--- config.mk ---
export PLATFORM = sky130hd
export DESIGN_NAME = oclib_reset_sequencer
export DESIGN_NICKNAME = d
export VERILOG_FILES = /design/src/rtl/oclib_pkg.sv /design/src/rtl/oclib_reset_sync.sv /design/src/rtl/oclib_reset_sequencer.sv
export SDC_FILE = /design/constraint.sdc
export NUM_CORES = 1
export LEC_CHECK = 0
export BUFFER_PORTS_ARGS = -buffer_cell sky130_fd_sc_hd__clkbuf_2
export CORE_MARGIN = 2
export CORE_UTILIZATION = 35
export DETAILED_ROUTE_END_ITERATION = 12
export HOLD_SLACK_MARGIN = 0.05
export PLACE_DENSITY = 0.54
export SETUP_SLACK_MARGIN = 0.2
export SYNTH_ARGS = -nofsm -noshare
export SYNTH_HDL_FRONTEND = slang
export SYNTH_SLANG_ARGS = --single-unit
--- constraint.sdc ---
create_clock -name clock -period 1.85 [get_ports clock]
set_clock_uncertainty 0.15 [all_clocks]
set_input_delay 0.0925 -clock clock [delete_from_list [all_inputs] [get_ports clock]]
set_output_delay 0.0925 -clock clock [all_outputs]
set_load 0.02 [all_outputs]
--- src/rtl/oclib_pkg.sv ---
// Shared types and helpers for the oclib reset blocks.
package oclib_pkg;

  typedef enum logic [1:0] {
    RsqAssert,
    RsqRelease,
    RsqRun
  } reset_seq_state_e;

  // Larger of two integers; used to size counters shared by two timers.
  function automatic int oclib_max(input int a, input int b);
    return (a > b) ? a : b;
  endfunction

endpackage

--- src/rtl/oclib_reset_sync.sv ---
// Reset synchronizer: asserts asynchronously, deasserts after SyncCycles
// clock edges so the released reset is aligned to clock.
module oclib_reset_sync #(
  parameter int SyncCycles = 3
) (
  input  logic clock,
  input  logic reset_in,
  output logic reset_out
);

  (* dont_touch = "true", ASYNC_REG = "TRUE" *)
  logic [SyncCycles-1:0] sync_q;
  logic [SyncCycles-1:0] sync_d;

  // Shift zeros in once the incoming reset has dropped.
  always_comb begin
    sync_d = {sync_q[SyncCycles-2:0], 1'b0};
  end

  // Chain register: forced to all ones the instant reset rises.
  always_ff @(posedge clock or posedge reset_in) begin
    if (reset_in) begin
      sync_q <= '1;
    end else begin
      sync_q <= sync_d;
    end
  end

  assign reset_out = sync_q[SyncCycles-1];

endmodule

--- src/rtl/oclib_reset_sequencer.sv ---
// Ordered reset sequencer: holds all domain resets for a stretch period,
// then releases them one at a time from domain 0 upward with a fixed step.
// A software request re-runs the full sequence from the stretch phase.
module oclib_reset_sequencer
  import oclib_pkg::*;
#(
  parameter int Domains       = 4,
  parameter int StretchCycles = 16,
  parameter int StepCycles    = 8,
  parameter int SyncCycles    = 3
) (
  input  logic               clock,
  input  logic               reset,
  input  logic               swResetReq,
  output logic [Domains-1:0] resetOut,
  output logic               busy,
  output logic               done
);

  localparam int MaxCycles = oclib_max(StretchCycles, StepCycles);
  localparam int CntW      = $clog2(MaxCycles + 1);
  localparam int IdxW      = $clog2(Domains + 1);

  localparam logic [CntW-1:0]    StretchLast = CntW'(StretchCycles - 1);
  localparam logic [CntW-1:0]    StepLast    = CntW'(StepCycles - 1);
  localparam logic [CntW-1:0]    CntMax      = '1;
  localparam logic [IdxW-1:0]    IdxAll      = IdxW'(Domains);
  localparam logic [Domains-1:0] AllOnes     = '1;

  logic rst_int;

  reset_seq_state_e   state_q, state_d;
  logic [CntW-1:0]    cnt_q, cnt_d;
  logic [IdxW-1:0]    idx_q, idx_d;
  logic [Domains-1:0] reset_out_q, reset_out_d;
  logic [CntW-1:0]    cnt_inc;

  oclib_reset_sync #(
    .SyncCycles(SyncCycles)
  ) u_reset_sync (
    .clock    (clock),
    .reset_in (reset),
    .reset_out(rst_int)
  );

  // Saturating increment so a long-idle counter can never wrap to a match.
  assign cnt_inc = (cnt_q == CntMax) ? cnt_q : cnt_q + CntW'(1);

  // Next-state logic. Resets form a thermometer code, so releasing the
  // next domain is a left shift that clears the lowest still-set bit.
  always_comb begin
    state_d     = state_q;
    cnt_d       = cnt_q;
    idx_d       = idx_q;
    reset_out_d = reset_out_q;

    if (swResetReq) begin
      // Re-assert everything at once; counting resumes when the request drops.
      state_d     = RsqAssert;
      cnt_d       = '0;
      idx_d       = '0;
      reset_out_d = AllOnes;
    end else begin
      case (state_q)
        RsqAssert: begin
          reset_out_d = AllOnes;
          if (cnt_q == StretchLast) begin
            state_d     = RsqRelease;
            reset_out_d = AllOnes << 1;
            idx_d       = IdxW'(1);
            cnt_d       = '0;
          end else begin
            cnt_d = cnt_inc;
          end
        end
        RsqRelease: begin
          if (idx_q == IdxAll) begin
            // Last domain was released on the previous edge.
            state_d = RsqRun;
          end else if (cnt_q == StepLast) begin
            reset_out_d = reset_out_q << 1;
            idx_d       = idx_q + IdxW'(1);
            cnt_d       = '0;
          end else begin
            cnt_d = cnt_inc;
          end
        end
        RsqRun: begin
          state_d = RsqRun;
        end
        default: begin
          state_d     = RsqAssert;
          cnt_d       = '0;
          idx_d       = '0;
          reset_out_d = AllOnes;
        end
      endcase
    end
  end

  // State registers; the synchronized reset clears them asynchronously.
  always_ff @(posedge clock or posedge rst_int) begin
    if (rst_int) begin
      state_q     <= RsqAssert;
      cnt_q       <= '0;
      idx_q       <= '0;
      reset_out_q <= AllOnes;
    end else begin
      state_q     <= state_d;
      cnt_q       <= cnt_d;
      idx_q       <= idx_d;
      reset_out_q <= reset_out_d;
    end
  end

  assign resetOut = reset_out_q;
  assign busy     = (state_q != RsqRun);
  assign done     = (state_q == RsqRun);

endmodule

; ---- Word-level counts from Yosys, hierarchy flattened
; Index checks and enable logic that the tools add are counted.
[word_totals]
elab_cells = 44
latchBits = 0
output_inout_bits = 6
romBits = 0
memories = 0
reg_bits = 17
ramBits = 0
input_bits = 3
[classes]
n_reduce_logical = 5
div_mod_pow = 0
n_bitwise = 0
n_mul = 0
addsub = 2
n_shift = 0
n_mux = 20
eq_ne = 12
magnitude_cmp = 0
[ops]
columns = op, count
row1 = 5-bit two-way mux, 5
row2 = 5-bit one-hot mux with 3 select lines, 1
row3 = 3-bit two-way mux, 4
row4 = 4-bit two-way mux, 3
row5 = "3-bit inequality test, second input constant", 4
row6 = 4-bit one-hot mux with 3 select lines, 1
row7 = 3-bit one-hot mux with 3 select lines, 1
row8 = 2-bit two-way mux, 3
row9 = 2-bit one-hot mux with 3 select lines, 1
row10 = "5-bit by 1-bit adder with 5-bit output, second input constant", 1
row11 = "5-bit by 3-bit equality test with 1-bit output, second input constant", 1
row12 = "5-bit by 4-bit equality test with 1-bit output, second input constant", 1
row13 = "5-bit equality test, second input constant", 1
row14 = "2-bit inequality test, second input constant", 2
row15 = 2-bit AND reduction, 2
row16 = 4-bit AND reduction, 1
row17 = "3-bit by 1-bit adder with 3-bit output, second input constant", 1
row18 = "3-bit equality test, second input constant", 1
row19 = 3-bit AND reduction, 1
row20 = "2-bit by 1-bit equality test with 1-bit output, second input constant", 1
row21 = "2-bit equality test, second input constant", 1
row22 = 2-bit logical NOT, 1
row23 = 1-bit two-way mux, 1

; ---- Logic depth before layout (Yosys ltp)
; Gate-level depths: netlist (run 1).
[depth]
ltp_word = 6
ltp_mapped = 7
depth_no_buf = 6

; ---- Cells and area by module
; A second synthesis (run 1) with hierarchy kept.
[unflattened]
hier_cells = 107
hier_area_um2 = 1081.0
[by_module_without_submodules]
columns = module, seq_area_each_um2, area_per_inst_um2, cells_each, n_inst
row1 = oclib_reset_sequencer, 355.3, 994.7, 102, 1
row2 = oclib_reset_sync, 78.8, 86.3, 5, 1

; ---- Worst setup path after synthesis (run 1)
; Ideal clock, no wire load.
[synth_timing]
path_type = register -> register
startpoint = register state_q[0]
endpoint = register cnt_q[0]
n_path_buf = 1
setup_ps = 125
t_required_ps = 1575
path_stages_with_launch = 8
t_arrival_ps = 1550
path_slack_ps = 25
period_less_slack_ps = 1825
cell_sequence = dfrtp_1 inv_1 ha_1 a31oi_2 or2_1 buf_2 o21ai_1 mux2_2
[synth_via]
elab_chain_cells = 3
elab_cells_between_ends = 8
cone_classes = eq/ne: 4 / mux: 2 / reduce/logical: 2
[synth_rtl]
columns = element, line
row1 = start: declaration, oclib_reset_sequencer.sv:32  ; reset_seq_state_e state_q, state_d;
row2 = start signal: assignment, oclib_reset_sequencer.sv:104  ; state_q <= RsqAssert;
row3 = start signal: assignment, oclib_reset_sequencer.sv:109  ; state_q <= state_d;
row4 = 2-bit equality test (*), --
row5 = net done, oclib_reset_sequencer.sv:17  ; output logic done
row6 = 5-bit one-hot mux with 3 select lines or 2-bit inequality test (tied branches), --
row7 = 5-bit two-way mux or 2-bit AND reduction (tied branches), --
row8 = end signal: assignment, oclib_reset_sequencer.sv:110  ; cnt_q <= cnt_d;
row9 = end: declaration, oclib_reset_sequencer.sv:33  ; logic [CntW-1:0] cnt_q, cnt_d;
; Mark *: on every way through the listed nets, which the timed path passes. The rest lies on a longest branch.
; A chain may end at the register's enable or synchronous reset.

; ---- Worst setup path after layout (run 1)
[layout_timing]
startpoint = register state_q[1]
endpoint = register idx_q[0]
[layout_via]
elab_chain_cells = 3
elab_cells_between_ends = 10
cone_classes = eq/ne: 6 / mux: 2 / reduce/logical: 2
[layout_rtl]
columns = element, line
row1 = 2-bit by 1-bit equality test with 1-bit output (tied with other cells), oclib_reset_sequencer.sv:64  ; case (state_q)
row2 = 3-bit inequality test (no source line) (tied with other cells), --
row3 = 4-bit AND reduction (no source line) or 3-bit two-way mux (tied branches), --
row4 = end signal: assignment, oclib_reset_sequencer.sv:111  ; idx_q <= idx_d;
row5 = end: declaration, oclib_reset_sequencer.sv:34  ; logic [IdxW-1:0] idx_q, idx_d;
; Several ways; a longest one is shown, not always the timed one.

==> summary.md, run 1 <==
| Metric | Value |
|---|---|
| # fillers | `268` |
| Syn Nets | `110` |
| DR DRC count | `0` |
| Clk_lat worst skew | `300 ps` |
| Min-delay src | `swResetReq` |
| Vias per cell | `5.26` |
| Asr flop ratio synth | `1.00` |
| Fin. Hold Viols | `0` |
| Worst vdd ir | `0.656 mV` |
| Tcrit/Tclk final | `0.936` |
| LEAKAGE | `0.600 nW` |
| Synthesized area per cell | `10.1 sq um` |
| Top-area cell type share of the netlist area | `0.247` |
| Post-Syn Instances | `100` |
| Diode count | `0` |
| Clk pin slew, worst setup/hold paths | `100 ps` |
| Largest net degree at the start of global routing | `15` |
| Number of global-route vias before repair | `861` |
| Die X-Extent | `57.8 um` |
| 1st-iter DRT viols | `8` |
| Post-synth top area cell | `dfrtp_1` |
| Startpoint type of the worst setup path | `flop` |
| Crit Path Class | `reg2reg` |
| CTS buffer count | `3` |
| WL/cell | `14.3 um` |
| Layout Area Growth over Synthesis | `41.6%` |
| GP Congestion | `0.794` |
| Maximum clock frequency | `0.578 GHz` |
| Crit-path max FO | `6` |
| Worst Setup End Kind | `flop` |
| Clock sink count | `17` |
| Final Max Tran Viols | `0` |
| I/O Pins | `9` |
| Hold crit path type | `in2reg` |
| HPWL after DPL | `1510 um` |
| Number of synthesized flops with an enable pin | `0` |
| Max-slew headroom | `0.631` |
| Main synth FF type | `dfrtp_1` |
| Worst EP arrival | `1780 ps` |
| Drt first pass iters | `4` |
| GRT overflow | `0` |
| First-pass GRT wire length | `3800 um` |
| RSZ-0062 raised after global routing | `yes` |
| Die area | `3340 sq um` |
| Worst slew pin tran | `553 ps` |
| Rows | `19` |
| Initial antenna violation count | `0` |
| Cell variety after synth | `41` |
| Post-route antenna net violation count | `0` |
| Global Route Usage Sum | `0.153` |
| Via count | `841` |
| MaxCap Viol Count | `0` |
| Post-Synthesis Cell Area | `1010 sq um` |
| Top cells by area, synth | `dfrtp_1 (25%), dfstp_2 (18%), ha_1 (8.6%)` |
| Tmin final | `1730 ps` |
| Critical Path RT | `1900 ps` |
| Clock Path Buffers | `2` |
| #FFs+latches synth | `17` |
| Nets | `140` |
| Initial Util | `0.368` |
| Commonest non-fill, non-tap cells in the layout | `buf_4 (13), dfrtp_1 (10), clkbuf_2 (7), dfstp_2 (7), buf_6 (6)` |
| Vert. Die Dim | `57.8 um` |
| Setup crit start | `state_q[1]$_DFFE_PP0P_` |
| CTS HTree Levels | `1` |
| Total power density per cell area | `969 nW/um^2` |
| # setup viols final | `0` |
| Detailed Route WL | `2300 um` |
| CTS root buffer | `clkbuf_4` |
| Core area | `2760 sq um` |
| Synth warn | `0` |
| Commonest non-fill, non-tap cell in the layout | `buf_4` |
| CTS tree | `done` |
| Final setup TNS | `0 ps` |
| Share of cells above drive strength 1 | `0.550` |
| Status | `finished, final reports clean` |
| Critical R2R Launch | `state_q[1]$_DFFE_PP0P_` |
| Finished Core Util | `0.520` |
| Seq/Total Area, Yosys | `0.428` |
| Buffers on Ports | `8` |
[kinds of logic (layout without fill, tap and decap cells)]
logic type / count (synthesis) / after routing / synth area share
simple gates: 34 / 34 / 0.210
buf+inv: 11 / 40 / 0.0543
fa+ha+maj: 7 / 7 / 0.0864
other cells: 1 / 1 / 0.00370
mux: 4 / 4 / 0.0407
flops: 17 / 17 / 0.428
compound gates: 26 / 26 / 0.177
[cell type report]
cell class                 instances  area (sq um)  share of cell area
timing repair buffer              29           230               0.160
tap                               31          38.8              0.0270
clock buffer                       3          22.5              0.0157
multi-input combinational         72           678               0.473
sequential                        17           434               0.303
clock inverter                     1          5.00             0.00349
inverter                           7          26.3              0.0183
[power by group]
| group | internal, mW | switching, mW |
|---|---|---|
| registers | 0.452 | 0.0673 |
| clock network | 0.0806 | 0.122 |
| logic | 0.353 | 0.315 |
[metrics by stage]
step / cells / power (mW) / area, sq um / hold slack (ps) / setup slack (ps)
6_report: 160 / 1.39 / 1440 / 119 / 119
5_1_grt: 160 / 1.51 / 1440 / 143 / 25.6
4_1_cts: 158 / 1.29 / 1350 / 114 / 109
3_5_place_dp: 142 / 0.969 / 1150 / -20.4 / 76.2
3_3_place_gp: 142 / 0.960 / 1150 / -26.0 / 90.2
2_1_floorplan: 100 / 0.865 / 1060 / -124 / 140
[routing by layer]
metal	wire length (um)	track usage
met2	1180	0.268
met3	65	0.0491
met1	1010	0.175
met5	0	0
met4	40	0.0565
[registers in the layout, summed over array words and instances, names as in the netlist]
| signal | flops |
|---|---|
| resetOut | 4 |
| idx_q | 3 |
| state_q | 2 |
| cnt_q | 5 |
| u_reset_sync.sync_q | 3 |
[worst paths after layout]
check	end	slack [ps]	depth (start not counted)
setup / recovery	idx_q[0]$_DFFE_PP0P_	120	7
hold / removal	idx_q[0]$_DFFE_PP0P_	120	3
max in group asynchronous	resetOut[3]$_DFFE_PP1P_	1030	1
hold reg to reg	idx_q[0]$_DFFE_PP0P_	150	1
setup reg to reg	idx_q[0]$_DFFE_PP0P_	120	7
min in group asynchronous	idx_q[0]$_DFFE_PP0P_	150	1
[synthesized netlist by cell type (all sizes together), types with 2 or more instances]
library cell and count:
nand2 6, nor2b 3, dfstp 7, a21o 2, or2 2, a21oi 5
a31oi 2, o21ai 9, inv 7, and3 2, nand2b 2, ha 7
dfrtp 10, o311ai 2, buf 4, mux2i 3, nor3 5, nor2 6
[worst max-delay path, stage by stage (launching register included)]
cell and delay [ps]:
dfrtp_1 420, inv_2 90, buf_6 110, ha_4 140, nand2b_4 60, o21a_4 240
or2_0 190, a32o_1 240
[what timing repair did]
item | CTS | global route
gates cloned | 0 | 0
hold buffers | 3 | 0
resized for setup | 21 | 20
endpoints found under the hold margin | 6 | 0
buffers inserted | 9 | 2
setup endpoints to repair | 12 | 15
pin swaps | 12 | 8
(Power assumes the default switching activity.)
==> inputs of run 2 (changes only) <==
BUFFER_PORTS_ARGS = default   (was -buffer_cell sky130_fd_sc_hd__clkbuf_2)
DONT_BUFFER_PORTS = 1   (was default)
PLACE_DENSITY = 0.51   (was 0.54)
==> summary.md, run 2 (synthesis gave the netlist of run 1 again) <==
| Metric | Value |
|---|---|
| # fillers | `247 (-7.8%)` |
| Via count | `805 (-4.3%)` |
| Number of global-route vias before repair | `838 (-2.7%)` |
| Final setup margin | `128 ps (+8.79 ps)` |
| Storage element area | `435 sq um (+0.29%)` |
| Clock sink count | `17 (unchanged)` |
| Layout Area Growth over Synthesis | `36.7%` |
| HPWL after DPL | `1450 um (-3.6%)` |
| CTS buffer count | `3 (unchanged)` |
| Initial Util | `0.368 (unchanged)` |
| Uppermost routed layer | `met4` |
| Crit-path max FO | `6 (unchanged)` |
| Initial antenna violation count | `0 (unchanged)` |
| Vert. Die Dim | `57.8 um (unchanged)` |
| 1st-iter DRT viols | `16 (+8)` |
| Die area | `3340 sq um (unchanged)` |
| Fin. Hold Viols | `0 (unchanged)` |
| Vias per cell | `5.19 (-1.2%)` |
| Share of cells above drive strength 1 | `0.492 (-0.0585)` |
| Flop2flop setup slack | `130 ps (about the same)` |
| Post-Place Setup Slack | `39.2 ps (-37.0 ps)` |
| Nets | `135 (-3.6%)` |
| Tmin final | `1720 ps (-8.79 ps)` |
| RSZ-0062 raised after global routing | `yes` |
| Core area | `2760 sq um (unchanged)` |
| GRT overflow | `0 (unchanged)` |
| Global Route Usage Sum | `0.150 (-0.00374)` |
| CTS root buffer | `clkbuf_4` |
| CP max stage cell | `dfrtp_1` |
| Hold crit path type | `in2reg` |
| DR WL met3 | `59 um (-9.2%)` |
| Largest net degree at the start of global routing | `15 (unchanged)` |
| Worst EP arrival | `1810 ps (+30 ps)` |
| Detailed Route WL | `2220 um (-3.5%)` |
| Buffers on Ports | `0 (-8)` |
| Max-slew headroom | `0.637 (+0.00585)` |
| Clk pin slew, worst setup/hold paths | `100 ps (about the same)` |
| DR DRC count | `0 (unchanged)` |
| Worst Setup End Kind | `flop` |
| CTS tree | `done` |
| Largest reg by FF count | `cnt_q` |
| Max reg flops | `5 (unchanged)` |
| Crit Path Class | `reg2reg` |
| MaxCap Viol Count | `0 (unchanged)` |
| Worst vdd ir | `0.678 mV (+3.3%)` |
| Worst slew pin tran | `545 ps (-8.76 ps)` |
| Tcrit/Tclk final | `0.931 (-0.00475)` |
| LEAKAGE | `0.576 nW (-3.9%)` |
| Drt first pass iters | `6 (+2)` |
| Met2 wire len | `1060 um (-10%)` |
| Startpoint type of the worst setup path | `flop` |
| Commonest non-fill, non-tap cell in the layout | `buf_4` |
| I/O Pins | `9 (unchanged)` |
| Finished Core Util | `0.502 (-0.0181)` |
| Rows | `19 (unchanged)` |
| CTS HTree Levels | `1 (unchanged)` |
| Commonest non-fill, non-tap cells in the layout | `buf_4 (16), dfrtp_1 (9), dfstp_2 (7)` |
| Die X-Extent | `57.8 um (unchanged)` |
| Final Max Tran Viols | `0 (unchanged)` |
| CP Cell Sequence | `ha_4 -> and4b_4 -> o21a_4 -> nor4_4 -> mux2_4` |
| Met1 Wirelength | `1080 um (+7.2%)` |
| Final setup TNS | `0 ps (unchanged)` |
| GP Congestion | `0.735 (-7.4%)` |
| Status | `finished, final reports clean` |
| Maximum clock frequency | `0.581 GHz (+0.51%)` |
| Clock Path Buffers | `2 (unchanged)` |
| Total power density per cell area | `988 nW/um^2 (+1.9%)` |
| # setup viols final | `0 (unchanged)` |
| Critical Path RT | `1940 ps (+40 ps)` |
| WL/cell | `14.3 um (-0.37%)` |
| CP peak stage delay | `420 ps (about the same)` |
| First-pass GRT wire length | `3810 um (+0.34%)` |
| Diode count | `0 (unchanged)` |
| Clk_lat worst skew | `290 ps (about the same)` |
| Multi-input logic area | `647 sq um (-4.6%)` |
| Post-route antenna net violation count | `0 (unchanged)` |
| Post-layout power | `1.37 mW (-1.7%)` |
| Hold slack | `78.7 ps (-40.3 ps)` |
==> run 2: changes by cell type in the layout (fill, tap and decap cells not counted), moves of 3 or more <==
cell      previous run  this run
clkbuf_2             7         0
buf_4               13        16
inv_2                5         2
nand2_1              3         6
nand2_2              3         0
==> run 2: critical path: cells and delay by family (launching register included) <==
| kind | cells | cell delay, ps |
|---|---|---|
| AO/OA/AOI/OAI | 1 | 220 |
| multiplexers | 1 | 190 |
| adder cells (fa/ha/maj) | 1 | 190 |
| AND/OR/NAND/NOR | 2 | 490 |
| flip-flops | 1 | 420 |
==> run 2: stage by stage <==
step	area, sq um	std cells
after global routing	1390	155
after CTS	1320	153
after global placement	1110	134
after detailed placement	1110	134
after floorplan	1060	100
final	1390	155
==> run 2: repair_timing <==
item                                   CTS  global route
endpoints found under the hold margin   15             0
hold buffers                             2             0
pin swaps                               13             7
setup endpoints to repair               14            15
resized for setup                       13            17
buffers inserted                        13             2
==> run 2: area by class of cell <==
cell class | count | area share
multi-input cells | 72 | 0.467
flip-flops and latches | 17 | 0.314
repair buffers | 24 | 0.150
well taps | 31 | 0.0280
inverters | 7 | 0.0208
clock buffers | 3 | 0.0163
clock inverters | 1 | 0.00361
==> run 2: report_power, final <==
| part | internal [mW] | switching [mW] |
|---|---|---|
| Combinational | 0.346 | 0.273 |
| Clock | 0.0804 | 0.118 |
| Sequential | 0.455 | 0.0953 |
| Total | 0.881 | 0.486 |
==> run 2: path summary, 6_finish.rpt <==
check / endpoint / cells after the start / start
hold reg to reg: state_q[1]$_DFFE_PP0P_ / 1 / u_reset_sync.sync_q[2]$_DFF_PP1_
max in group asynchronous: state_q[0]$_DFFE_PP0P_ / 1 / u_reset_sync.sync_q[2]$_DFF_PP1_
setup / recovery: cnt_q[0]$_DFFE_PP0P_ / 5 / cnt_q[0]$_DFFE_PP0P_
hold / removal: idx_q[2]$_DFFE_PP0P_ / 4 / swResetReq
setup reg to reg: cnt_q[0]$_DFFE_PP0P_ / 5 / cnt_q[0]$_DFFE_PP0P_
min in group asynchronous: u_reset_sync.sync_q[0]$_DFF_PP1_ / 2 / reset
==> run 2: per-layer routing <==
| metal | track usage | vias up |
|---|---|---|
| li1 | - | 405 |
| met1 | 0.196 | 391 |
| met2 | 0.227 | 7 |
| met3 | 0.0536 | 2 |
| met4 | 0.0565 | 0 |
| met5 | 0 | - |
